<file path="config.mk">
export PLATFORM = sky130hd
export DESIGN_NAME = hit_centroid_x
export DESIGN_NICKNAME = d
export VERILOG_FILES = /design/src/rtl/hit_centroid_x.sv
export SDC_FILE = /design/constraint.sdc
export NUM_CORES = 1
export LEC_CHECK = 0
export BUFFER_PORTS_ARGS = -buffer_cell sky130_fd_sc_hd__buf_2
export CAP_MARGIN = 20
export CELL_PAD_IN_SITES_DETAIL_PLACEMENT = 1
export CELL_PAD_IN_SITES_GLOBAL_PLACEMENT = 1
export CORE_ASPECT_RATIO = 0.75
export CORE_UTILIZATION = 49
export CTS_BUF_LIST = sky130_fd_sc_hd__clkbuf_8
export DETAILED_ROUTE_END_ITERATION = 10
export PLACE_DENSITY = 0.84
export SLEW_MARGIN = 40
export SYNTH_ARGS = -nofsm -noshare
export SYNTH_HDL_FRONTEND = slang
export SYNTH_SLANG_ARGS = --single-unit
</file>
<file path="constraint.sdc">
create_clock -name clk -period 8.85 [get_ports clk]
set_input_delay 2.655 -clock clk [delete_from_list [all_inputs] [get_ports clk]]
set_output_delay 2.655 -clock clk [all_outputs]
set_load 0.02 [all_outputs]
</file>
<file path="src/rtl/hit_centroid_x.sv">
`default_nettype none
// ============================================================================
// Module   : hit_centroid_x
// Brief    : Per-frame horizontal centroid of colour-mask hit pixels.
//            Accumulates hit x-sum and hit count over a raster frame, then
//            runs a restoring divide (one quotient bit per clock) at end of
//            frame and presents an 8-bit position held between frames.
// Revision : 1.0  initial release
// ============================================================================
module hit_centroid_x #(
  parameter int X_W       = 10,
  parameter int CNT_W     = 19,
  parameter int SUM_W     = 29,
  parameter int MIN_COUNT = 64,
  parameter int OUT_SHIFT = 2
) (
  input  logic       clk,
  input  logic       reset,
  input  logic       i_pix_valid,
  input  logic       i_pix_sop,
  input  logic       i_pix_eol,
  input  logic       i_pix_eof,
  input  logic       i_pix_hit,
  output logic [7:0] o_pos,
  output logic       o_pos_valid,
  output logic       o_pos_found,
  output logic       o_busy,
  output logic       o_frame_drop
);

  localparam int IT_W = $clog2(SUM_W + 1);

  typedef enum logic [1:0] {
    S_IDLE = 2'd0,
    S_DIV  = 2'd1,
    S_DONE = 2'd2
  } state_t;

  state_t r_state;
  state_t w_state_nxt;

  // Column tracking and frame accumulators
  logic [X_W-1:0]   r_next_x;
  logic [X_W-1:0]   w_x;
  logic [SUM_W-1:0] r_sum;
  logic [CNT_W-1:0] r_cnt;
  logic [SUM_W-1:0] w_sum_tot;
  logic [CNT_W-1:0] w_cnt_tot;
  logic             w_eof;
  logic             w_qualify;

  // Divider datapath
  logic [SUM_W-1:0] r_quo;
  logic [CNT_W-1:0] r_rem;
  logic [CNT_W-1:0] r_div;
  logic [IT_W-1:0]  r_iter;
  logic [CNT_W:0]   w_rem_sh;
  logic             w_qbit;
  logic [CNT_W-1:0] w_rem_nxt;
  logic [SUM_W-1:0] w_quo_sh;
  logic [7:0]       w_pos_sat;

  // FSM strobes
  logic w_load;
  logic w_short;
  logic w_drop;
  logic w_done;

  // Output registers
  logic [7:0] r_pos;
  logic       r_pos_valid;
  logic       r_pos_found;
  logic       r_frame_drop;
  logic       r_short;

  // Current pixel column and running totals including this pixel
  always_comb begin
    w_eof     = i_pix_valid & i_pix_eof;
    w_x       = i_pix_sop ? '0 : r_next_x;
    w_sum_tot = (i_pix_sop ? '0 : r_sum)
              + (i_pix_hit ? {{CNT_W{1'b0}}, w_x} : '0);
    w_cnt_tot = (i_pix_sop ? '0 : r_cnt) + {{(CNT_W-1){1'b0}}, i_pix_hit};
    w_qualify = (w_cnt_tot >= CNT_W'(MIN_COUNT));
  end

  // Column counter: restarts at sop and on the pixel after an eol
  always_ff @(posedge clk) begin
    if (reset) begin
      r_next_x <= '0;
    end else if (i_pix_valid) begin
      r_next_x <= i_pix_eol ? '0 : (w_x + X_W'(1));
    end
  end

  // Accumulators: eof hands totals to the divider and clears for the next frame
  always_ff @(posedge clk) begin
    if (reset) begin
      r_sum <= '0;
      r_cnt <= '0;
    end else if (i_pix_valid) begin
      if (i_pix_eof) begin
        r_sum <= '0;
        r_cnt <= '0;
      end else begin
        r_sum <= w_sum_tot;
        r_cnt <= w_cnt_tot;
      end
    end
  end

  // State register
  always_ff @(posedge clk) begin
    if (reset) begin
      r_state <= S_IDLE;
    end else begin
      r_state <= w_state_nxt;
    end
  end

  // Next-state and control strobes
  always_comb begin
    w_state_nxt = r_state;
    w_load      = 1'b0;
    w_short     = 1'b0;
    w_drop      = 1'b0;
    w_done      = 1'b0;
    case (r_state)
      S_IDLE: begin
        if (w_eof) begin
          if (w_qualify) begin
            w_load      = 1'b1;
            w_state_nxt = S_DIV;
          end else begin
            w_short = 1'b1;
          end
        end
      end
      S_DIV: begin
        w_drop = w_eof;
        if (r_iter == IT_W'(1)) begin
          w_state_nxt = S_DONE;
        end
      end
      S_DONE: begin
        w_drop      = w_eof;
        w_done      = 1'b1;
        w_state_nxt = S_IDLE;
      end
      default: begin
        w_state_nxt = S_IDLE;
      end
    endcase
  end

  // One restoring step: shift in next dividend bit, subtract if it fits.
  // The remainder is always below the divisor, so the CNT_W-bit difference
  // is exact.
  always_comb begin
    w_rem_sh  = {r_rem, r_quo[SUM_W-1]};
    w_qbit    = (w_rem_sh >= {1'b0, r_div});
    w_rem_nxt = w_qbit ? (w_rem_sh[CNT_W-1:0] - r_div) : w_rem_sh[CNT_W-1:0];
    w_quo_sh  = r_quo >> OUT_SHIFT;
    w_pos_sat = (|w_quo_sh[SUM_W-1:8]) ? 8'hFF : w_quo_sh[7:0];
  end

  // Divider registers: load at qualifying eof, step while in DIV
  always_ff @(posedge clk) begin
    if (reset) begin
      r_quo  <= '0;
      r_rem  <= '0;
      r_div  <= '0;
      r_iter <= '0;
    end else if (w_load) begin
      r_quo  <= w_sum_tot;
      r_div  <= w_cnt_tot;
      r_rem  <= '0;
      r_iter <= IT_W'(SUM_W);
    end else if (r_state == S_DIV) begin
      r_quo  <= {r_quo[SUM_W-2:0], w_qbit};
      r_rem  <= w_rem_nxt;
      r_iter <= r_iter - IT_W'(1);
    end
  end

  // Result registers: short frames report not-found one clock after eof
  always_ff @(posedge clk) begin
    if (reset) begin
      r_pos        <= '0;
      r_pos_valid  <= 1'b0;
      r_pos_found  <= 1'b0;
      r_frame_drop <= 1'b0;
      r_short      <= 1'b0;
    end else begin
      r_short      <= w_short;
      r_pos_valid  <= w_done | r_short;
      r_frame_drop <= w_drop;
      if (w_done) begin
        r_pos       <= w_pos_sat;
        r_pos_found <= 1'b1;
      end else if (r_short) begin
        r_pos_found <= 1'b0;
      end
    end
  end

  assign o_pos        = r_pos;
  assign o_pos_valid  = r_pos_valid;
  assign o_pos_found  = r_pos_found;
  assign o_busy       = (r_state != S_IDLE);
  assign o_frame_drop = r_frame_drop;

endmodule
`default_nettype wire

</file>
# Yosys cells after proc, flatten, opt, wreduce, memory -nomap -nowiden
# Cells that the tools add are included.
[word_totals]
register_bits = 144
input_bits = 7
out_inout_bits = 12
elab_cells = 66
[op_classes]
n_addsub = 5
magnitude_cmp = 2
n_eq_ne = 6
muxes = 24
n_bitwise = 5
reduce_logical = 10
[ops]
columns = ["cell", "n"]
rows = [
  ["$mux 29", 4],
  ["$mux 19", 3],
  ["$mux 10", 3],
  ["$add 29x10->29", 1],
  ["$ge 20x19->1", 1],
  ["$add 19x1->19", 1],
  ["$ge 19x7->1 const B", 1],
  ["$reduce_or 19->1", 1],
  ["$sub 19x19->19", 1],
  ["$add 10x1->10 const B", 1],
  ["$mux 5", 2],
  ["$mux 8", 1],
  ["$mux 1", 7],
  ["$mux 2", 3],
  ["$ne 2x2->1 const B", 3],
  ["$reduce_bool 2->1", 3],
  ["$reduce_or 2->1", 3],
  ["$eq 5x1->1 const B", 1],
  ["$sub 5x1->5 const B", 1],
  ["$pmux 2 s2", 1],
  ["$not 1->1", 3],
  ["$reduce_and 3->1", 1],
  ["$reduce_or 3->1", 1],
  ["$eq 2x1->1 const B", 1],
  ["4 further kinds", 4],
]

# Longest topological paths before layout
# Gate-level depths: netlist of run 1.
[logic_depth]
ltp_word = 7
ltp_mapped = 20
depth_no_buf = 13

# Least setup slack after synthesis of run 1
# Ideal clock, no wire load.
[synth_path]
path_type = "in2reg"
start = "input port i_pix_sop"
end = "register r_quo[17]"
setup_time_ns = 0.065
arrival_time_ns = 7.218
required_time_ns = 8.785
setup_slack_ns = 1.567
stages = 19
path_buffers = 8
path_cell_list = "buf_2 -> clkbuf_1 -> clkbuf_1 -> clkbuf_1 -> clkbuf_1 -> clkbuf_1 -> clkbuf_1 -> nor2b_1 -> ha_1 -> ha_1 -> nand4b_1 -> nor4_1 -> mux2_2 -> or4_1 -> or4_4 -> o21ai_2 -> buf_6 -> mux2_2 -> nor2_1"
[synth_via]
elab_chain_len = 7
elab_cells_between_ends = 12
cone_classes = "add/sub (2); order compare (1); mux (8); reduce/logical (1)"
[synth_rtl]
columns = ["element", "line_no", "text"]
rows = [
  ["start: declaration", "20", "input logic i_pix_sop,"],
  ["$mux 19", "82", "w_cnt_tot = (i_pix_sop ? '0 : r_cnt) + {{(CNT_W-1){1'b0}}, i_pix_hit};"],
  ["$add 19x1->19", "82", ""],
  ["$ge 19x7->1", "83", "w_qualify = (w_cnt_tot >= CNT_W'(MIN_COUNT));"],
  ["$mux 1", "130", "if (w_qualify) begin"],
  ["$mux 1", "129", "if (w_eof) begin"],
  ["$mux 1", "127", "case (r_state)"],
  ["$mux 29 / $reduce_bool 2->1 (equally long branches)", "--", ""],
  ["end signal: assignment", "174", "r_quo <= w_sum_tot;"],
  ["end signal: assignment", "179", "r_quo <= {r_quo[SUM_W-2:0], w_qbit};"],
  ["end: declaration", "53", "logic [SUM_W-1:0] r_quo;"],
]
# Parallel ways exist; a longest one is shown, timed or not.
# A chain may end at the register's enable or synchronous reset.

# Worst setup path in the final report of run 1
# Same ends and word-level chain as after synthesis.

==> reports/qor.txt, run 1 <==
Share of cells above drive strength 1 - 0.0942
Worst slew margin relative to its limit - 0.481
Skew-Pair Late Insertion Delay - 470 ps
Die Area - 18400 sq um
Post-synthesis async set-or-reset flop share - 0
Detailed-router iteration count before antenna repair - 5
Synth cell types - 68
Initial antenna violation count - 0
Overall fraction of global-route tracks in use - 0.276
Post-synth design cell area - 8770 sq um
HPWL Detailed - 17400 um
Effective utilization at floorplan - 0.512
Finish-stage setup viols - 0
Number of standard-cell rows in the floorplan - 41
Detail-routed via count per cell - 6.01
CTS sink cnt - 144
Critical Path Max Stage Delay - 570 ps
Area share of fa/ha/maj cells after synthesis - 0.0574
Count leader, synth - sky130_fd_sc_hd__nor2_1
Clk slew on worst S/H paths - 100 ps
Number of placed instances, taps included - 1308
Most area-hungry cell type in the Yosys netlist - sky130_fd_sc_hd__dfxtp_1
Outcome - finished clean
Startpoint type of the worst setup path - primary input
Fraction of synthesized area in multiplexers - 0.0551
Die Ht - 118 um
Final WS setup - 2310 ps
Final routed wire length divided by cell count - 18.5 um
Final period demand of the worst path - 6540 ps
Die Width - 156 um
Cts bufs inserted - 17
Boundary pin count - 19
Fraction of synthesized cell area taken by the top area cell type - 0.329
Leading post-synthesis cells by instance count - sky130_fd_sc_hd__nor2_1, sky130_fd_sc_hd__dfxtp_1, sky130_fd_sc_hd__a21oi_1, sky130_fd_sc_hd__nand2_1, sky130_fd_sc_hd__clkbuf_1
Main area contributors after synthesis - sky130_fd_sc_hd__dfxtp_1, sky130_fd_sc_hd__nor2_1, sky130_fd_sc_hd__ha_1, sky130_fd_sc_hd__a21oi_1, sky130_fd_sc_hd__mux2i_1
# DRC - 0
Hold-fix buffers at CTS - 0
Max Fclk - 153 MHz
Max-slew violation total from the final report - 0
ANT nets after route - 0
PortBufs - 18
Sequential-to-total area share from yosys stat - 0.329
Layout-stage area growth over the synthesis result - 6.76%
Total number of H-tree levels - 4
Final-report hold violation count - 0
Yosys Warn Count - 0
Max cap viols - 0
Combinational family with the most area after synthesis - simple AND/OR/NAND/NOR gates
Setup CP Type - in -> reg
Data required time at the worst endpoint - 9270 ps
Cells after synthesis - 1109
Parity-gate share of the synthesized area counting xor and xnor cells - 0.0470
Final layout net count - 1137
Final global-route overflow total - 0
Post-CTS sizing - 0
Largest clock skew in the final design - 13.7 ps
Average instance area after synthesis - 7.91 sq um
Series of cell instances along the critical path - buf_2 -> nor2b_1 -> ha_1 -> ha_1 -> nand4b_1 -> nor4_1 -> mux2_2 -> or4_1 -> or4_4 -> o21ai_4 -> buf_4 -> mux2_2 -> nor2_1
TritonCTS clock tree - yes
Share of the synthesized area in compound gates (AO/OA/AOI/OAI) - 0.207
Share of synthesized cell area in and, or, nand and nor gates - 0.256
Worst Path Max Fanout - 35
Final TNS setup - 0 ps
Pre-CTS WS - 1910 ps
Standard cell core area - 17100 sq um
Number of buffers between clock root and the deepest sink - 2
Hold Worst Slack - 467 ps
RePlAce Congestion - 0.863
Setup repair after global routing missed its margin - no
Synthesized netlist net count - 1155
Measured slew at the worst slew-check pin - 779 ps
Prevailing post-synth register cell - sky130_fd_sc_hd__dfxtp_1
Post-CTS setup repair buffer count - 0
Path type of the worst min-delay path - reg -> reg
Data arrival time of the critical path - 6960 ps
Overall power after layout - 1210 uW
Number of enable-type register cells in the synthesized netlist - 0
Pwr per Cell Area - 129 nW/um^2
Violation count after the first detailed-routing iteration - 519
Number of global-route vias before repair - 7888
Maximum number of pins on one net before global-route repair - 94
Crit path max-delay cell type - sky130_fd_sc_hd__or4_4
Final period util - 0.738
Non-filler instance count after layout - 1340
Clock root buffer - sky130_fd_sc_hd__clkbuf_8
Register bit count reported by yosys - 144
Leakage - 0.00349 uW
Global-route wire length before repair - 40500 um
Total via count in the routed design - 8058
Antenna cell count - 0
Critical path capture point type - flip-flop
Maximum ir drop on the vdd rail - 0.0000934 V
Detailed Route WL - 24800 um
## per-stage QoR
| stage | util | cell area, sq um |
|---|---|---|
| 2_1_floorplan | - | 8770 |
| 3_3_place_gp | 0.523 | 8960 |
| 3_5_place_dp | 0.524 | 8970 |
| 4_1_cts | 0.546 | 9350 |
| 5_1_grt | 0.546 | 9360 |
| 6_report | 0.546 | 9360 |
## state kept, by name (all words and copies together), names as in the netlist
register	flops
r_cnt	19
o_pos_valid	1
r_state	2
r_rem	19
r_short	1
o_pos_found	1
o_frame_drop	1
r_div	19
r_sum	29
r_next_x	10
o_pos	8
r_iter	5
r_quo	29
## cells by family (layout without fill, tap and decap cells)
family	count (synthesis)	in the layout
multiplexers	47	47
adder cells (fa/ha/maj)	39	39
flip-flops	144	144
XOR/XNOR	47	47
AND/OR/NAND/NOR	456	456
buffers and inverters	103	98
AO/OA/AOI/OAI	273	273
## report_power, final
part           internal [uW]  total (uW)  switching, uW
combinational           8.73        44.9           36.2
clock                    208         516            308
sequential               648         649          0.388
## layout make-up
cell class                 instances  area, sq um
inverter                          40          153
fill                            2157         7770
timing repair buffer              26          160
sequential                       144         2880
clock buffer                      17          234
tap                              236          295
clock inverter                    15          144
multi-input combinational        862         5490
## routing by layer
metal | share of wire | routed length [um] | track usage | vias to the layer above
li1 | - | - | - | 3910
met1 | 0.53 | 13100 | 0.423 | 3964
met2 | 0.42 | 10400 | 0.399 | 161
met3 | 0.043 | 1060 | 0.0412 | 23
met4 | 0.010 | 258 | 0.0674 | 0
met5 | 0 | 0 | 0 | -
## final timing paths
kind,slack [ps],from,depth (start not counted),endpoint
worst max register to register,4480,r_cnt[7],9,r_quo[17]
worst min-delay path,470,r_div[0],2,r_div[0]
worst max-delay path,2310,i_pix_sop,13,r_quo[17]
worst min register to register,470,r_div[0],2,r_div[0]
## cell usage in the layout, fill, tap and decap left out, types with 7 or more instances in the layout
| cell type | instances |
|---|---|
| sky130_fd_sc_hd__a21oi_1 | 85 |
| sky130_fd_sc_hd__or2_2 | 10 |
| sky130_fd_sc_hd__o21ai_0 | 41 |
| sky130_fd_sc_hd__and3_1 | 19 |
| sky130_fd_sc_hd__dfxtp_1 | 144 |
| sky130_fd_sc_hd__a31oi_1 | 9 |
| sky130_fd_sc_hd__o21a_1 | 8 |
| sky130_fd_sc_hd__nor2_1 | 160 |
| sky130_fd_sc_hd__buf_2 | 17 |
| sky130_fd_sc_hd__buf_4 | 7 |
| sky130_fd_sc_hd__nor3_1 | 35 |
| sky130_fd_sc_hd__a21o_1 | 12 |
| sky130_fd_sc_hd__nand3_1 | 25 |
| sky130_fd_sc_hd__mux2i_1 | 37 |
| sky130_fd_sc_hd__inv_1 | 38 |
| sky130_fd_sc_hd__nand2_1 | 82 |
| sky130_fd_sc_hd__a211oi_1 | 31 |
| sky130_fd_sc_hd__clkbuf_8 | 17 |
| sky130_fd_sc_hd__and2_1 | 12 |
| sky130_fd_sc_hd__mux2_2 | 10 |
| sky130_fd_sc_hd__xor2_1 | 13 |
| sky130_fd_sc_hd__xnor2_1 | 34 |
| sky130_fd_sc_hd__nor4_1 | 15 |
| sky130_fd_sc_hd__a211oi_2 | 12 |
| sky130_fd_sc_hd__o211ai_1 | 10 |
| sky130_fd_sc_hd__ha_1 | 36 |
| sky130_fd_sc_hd__nand4_1 | 12 |
| sky130_fd_sc_hd__nor2b_1 | 36 |
| sky130_fd_sc_hd__a22oi_1 | 29 |
| sky130_fd_sc_hd__nand2b_1 | 19 |
## worst max-delay path: cells and delay by family
| kind | cells | cell delay (ps) |
|---|---|---|
| AOI/OAI and AO/OA | 1 | 350 |
| and+or+nand+nor | 6 | 1940 |
| buffers and inverters | 2 | 710 |
| adders and majority gates | 2 | 470 |
| muxes | 2 | 800 |
No activity file was read; power rests on OpenSTA's default activity.
==> run 2: changes to the inputs <==
==> constraint.sdc (replaced) <==
create_clock -name clk -period 6.11 [get_ports clk]
set_input_delay 1.833 -clock clk [delete_from_list [all_inputs] [get_ports clk]]
set_output_delay 1.833 -clock clk [all_outputs]
set_load 0.02 [all_outputs]
==> run 2 against run 1 <==
Power up 52%. Clock-buffer cell count is the same. Critical path depth unchanged. Sequential power up 45%. Via count is 0.16% higher. Utilization increased by 0.63 points. Die area is the same. Global-route usage increased by 0.34 points. Wire length rose by 0.33%. Clock skew up 3.3 ps. Non-clock buffer count increased by 4. Largest cell class unchanged.
==> reports/qor.txt, run 2 (synthesized netlist as in run 1, its figures left out) <==
Global-route wire length before repair - 40600 um (was 40500 um)
Die Width - 156 um (unchanged)
Maximum ir drop on the vdd rail - 0.000131 V (was 0.0000934 V)
Max-slew violation total from the final report - 0 (unchanged)
Effective utilization at floorplan - 0.512 (unchanged)
Share of cells above drive strength 1 - 0.0975 (was 0.0942)
Skew-Pair Late Insertion Delay - 470 ps (about the same)
# DRC - 0 (unchanged)
Finish-stage setup viols - 0 (unchanged)
Cts bufs inserted - 17 (unchanged)
Largest clock skew in the final design - 17.0 ps (was 13.7 ps)
Max cap viols - 0 (unchanged)
Max Fclk - 190 MHz
Commonest non-fill, non-tap cells in the layout - sky130_fd_sc_hd__nor2_1, sky130_fd_sc_hd__dfxtp_1, sky130_fd_sc_hd__a21oi_1 (unchanged)
Hold-fix buffers at CTS - 0 (unchanged)
Total via count in the routed design - 8071 (was 8058)
TritonCTS clock tree - yes (unchanged)
Initial antenna violation count - 0 (unchanged)
Final WS setup - 834 ps (was 2310 ps)
Startpoint type of the worst setup path - primary input (unchanged)
Most common cell on crit path - sky130_fd_sc_hd__ha_1
HPWL Detailed - 17600 um (was 17400 um)
Final layout net count - 1141 (was 1137)
Most common cell after layout, fill and taps aside - sky130_fd_sc_hd__nor2_1 (unchanged)
Maximum number of pins on one net before global-route repair - 65 (was 94)
Outcome - finished clean (unchanged)
Post-CTS sizing - 0 (unchanged)
Final period demand of the worst path - 5280 ps
Detailed-router iteration count before antenna repair - 4 (was 5)
Standard cell core area - 17100 sq um (unchanged)
Number of buffers between clock root and the deepest sink - 2 (unchanged)
Critical path capture point type - flip-flop (unchanged)
Boundary pin count - 19 (unchanged)
Path type of the worst min-delay path - reg -> reg (unchanged)
Clk slew on worst S/H paths - 80 ps (was 100 ps)
Number of placed instances, taps included - 1312 (was 1308)
Number of global-route vias before repair - 7702 (was 7888)
Final routed wire length divided by cell count - 18.5 um (about the same)
Non-filler instance count after layout - 1344 (was 1340)
Overall fraction of global-route tracks in use - 0.280 (was 0.276)
Number of standard-cell rows in the floorplan - 41 (unchanged)
Pwr per Cell Area - 194 nW/um^2 (was 129 nW/um^2)
Measured slew at the worst slew-check pin - 709 ps (was 779 ps)
PortBufs - 18 (unchanged)
Violation count after the first detailed-routing iteration - 697 (was 519)
Total number of H-tree levels - 4 (unchanged)
Antenna cell count - 0 (unchanged)
ANT nets after route - 0 (unchanged)
Post-layout util - 0.553 (was 0.546)
Setup CP Type - in -> reg (unchanged)
Die Area - 18400 sq um (unchanged)
Overall power after layout - 1840 uW (was 1210 uW)
Detail-routed via count per cell - 6.01 (about the same)
Data arrival time of the critical path - 5620 ps (was 6960 ps)
Pre-CTS WS - 453 ps (was 1910 ps)
Final global-route overflow total - 0 (unchanged)
Final period util - 0.864
Data required time at the worst endpoint - 6460 ps (was 9270 ps)
Worst slew margin relative to its limit - 0.523 (was 0.481)
Final-report hold violation count - 0 (unchanged)
RePlAce Congestion - 0.841 (was 0.863)
Detailed Route WL - 24900 um (was 24800 um)
Final TNS setup - 0 ps (unchanged)
CTS sink cnt - 144 (unchanged)
Leakage - 0.00355 uW (was 0.00349 uW)
Setup repair after global routing missed its margin - no (unchanged)
Die Ht - 118 um (unchanged)
Series of cell instances along the critical path - buf_2 -> nor2b_1 -> ha_1 -> ha_1 -> nand4b_1 -> nor4_1 -> mux2_2 -> or4_1 -> or4_4 -> o21ai_4 -> buf_4 -> nor2_1 -> a211oi_1 (was buf_2 -> nor2b_1 -> ha_1 -> ha_1 -> nand4b_1 -> nor4_1 -> mux2_2 -> or4_1 -> or4_4 -> o21ai_4 -> buf_4 -> mux2_2 -> nor2_1)
Clock root buffer - sky130_fd_sc_hd__clkbuf_8 (unchanged)
Registers with the highest flip-flop counts - r_quo: 29 flops, r_sum: 29 flops (unchanged)
Worst Path Max Fanout - 21 (was 35)
Post-CTS setup repair buffer count - 0 (unchanged)
Crit path max-delay cell type - sky130_fd_sc_hd__or4_4 (unchanged)
Critical Path Max Stage Delay - 570 ps (about the same)
Layout-stage area growth over the synthesis result - 7.99% (was 6.76%)
==> run 2: cell type report <==
type                       count  area (sq um)
multi-input combinational    862          5500
timing repair buffer          30           220
sequential                   144          2880
clock buffer                  17           234
fill                        2172          7670
inverter                      40           150
tap                          236           295
clock inverter                15           190
==> run 2: path summary, 6_finish.rpt <==
| kind | startpoint | to | slack (ps) | cells after the start |
|---|---|---|---|---|
| worst min register to register | r_div[18] | r_div[18] | 460 | 2 |
| worst max register to register | r_cnt[5] | r_div[5] | 1860 | 9 |
| worst max-delay path | i_pix_sop | r_div[5] | 830 | 13 |
| worst min-delay path | r_div[18] | r_div[18] | 460 | 2 |
==> run 2: power breakdown <==
| part | leakage (uW) | total [uW] | internal [uW] | switching (uW) |
|---|---|---|---|---|
| sequential | 0.00116 | 939 | 939 | 0.594 |
| combinational | 0.00218 | 66.2 | 13.4 | 52.8 |
| clock | 0.000213 | 834 | 385 | 449 |
==> run 2: per-stage QoR <==
| stage | area (sq um) | hold WS (ps) |
|---|---|---|
| global route | 9470 | 492 |
| detailed placement | 9040 | 450 |
| global placement | 8990 | 444 |
| CTS | 9460 | 460 |
| floorplan | 8770 | 432 |
| finish | 9470 | 464 |
==> run 2: layer usage <==
metal / vias up / routed length, um / global-route usage
li1: 3917 / - / -
met1: 3954 / 12800 / 0.416
met2: 182 / 10600 / 0.414
met3: 18 / 1260 / 0.0538
met4: 0 / 228 / 0.0570
met5: - / 0 / 0
==> run 2: critical path, delay by kind of cell <==
kind                       cells  cell delay [ps]
adders and majority gates      2              460
and+or+nand+nor                6             1810
muxes                          1              420
buffers and inverters          2              450
AOI/OAI and AO/OA              2              660
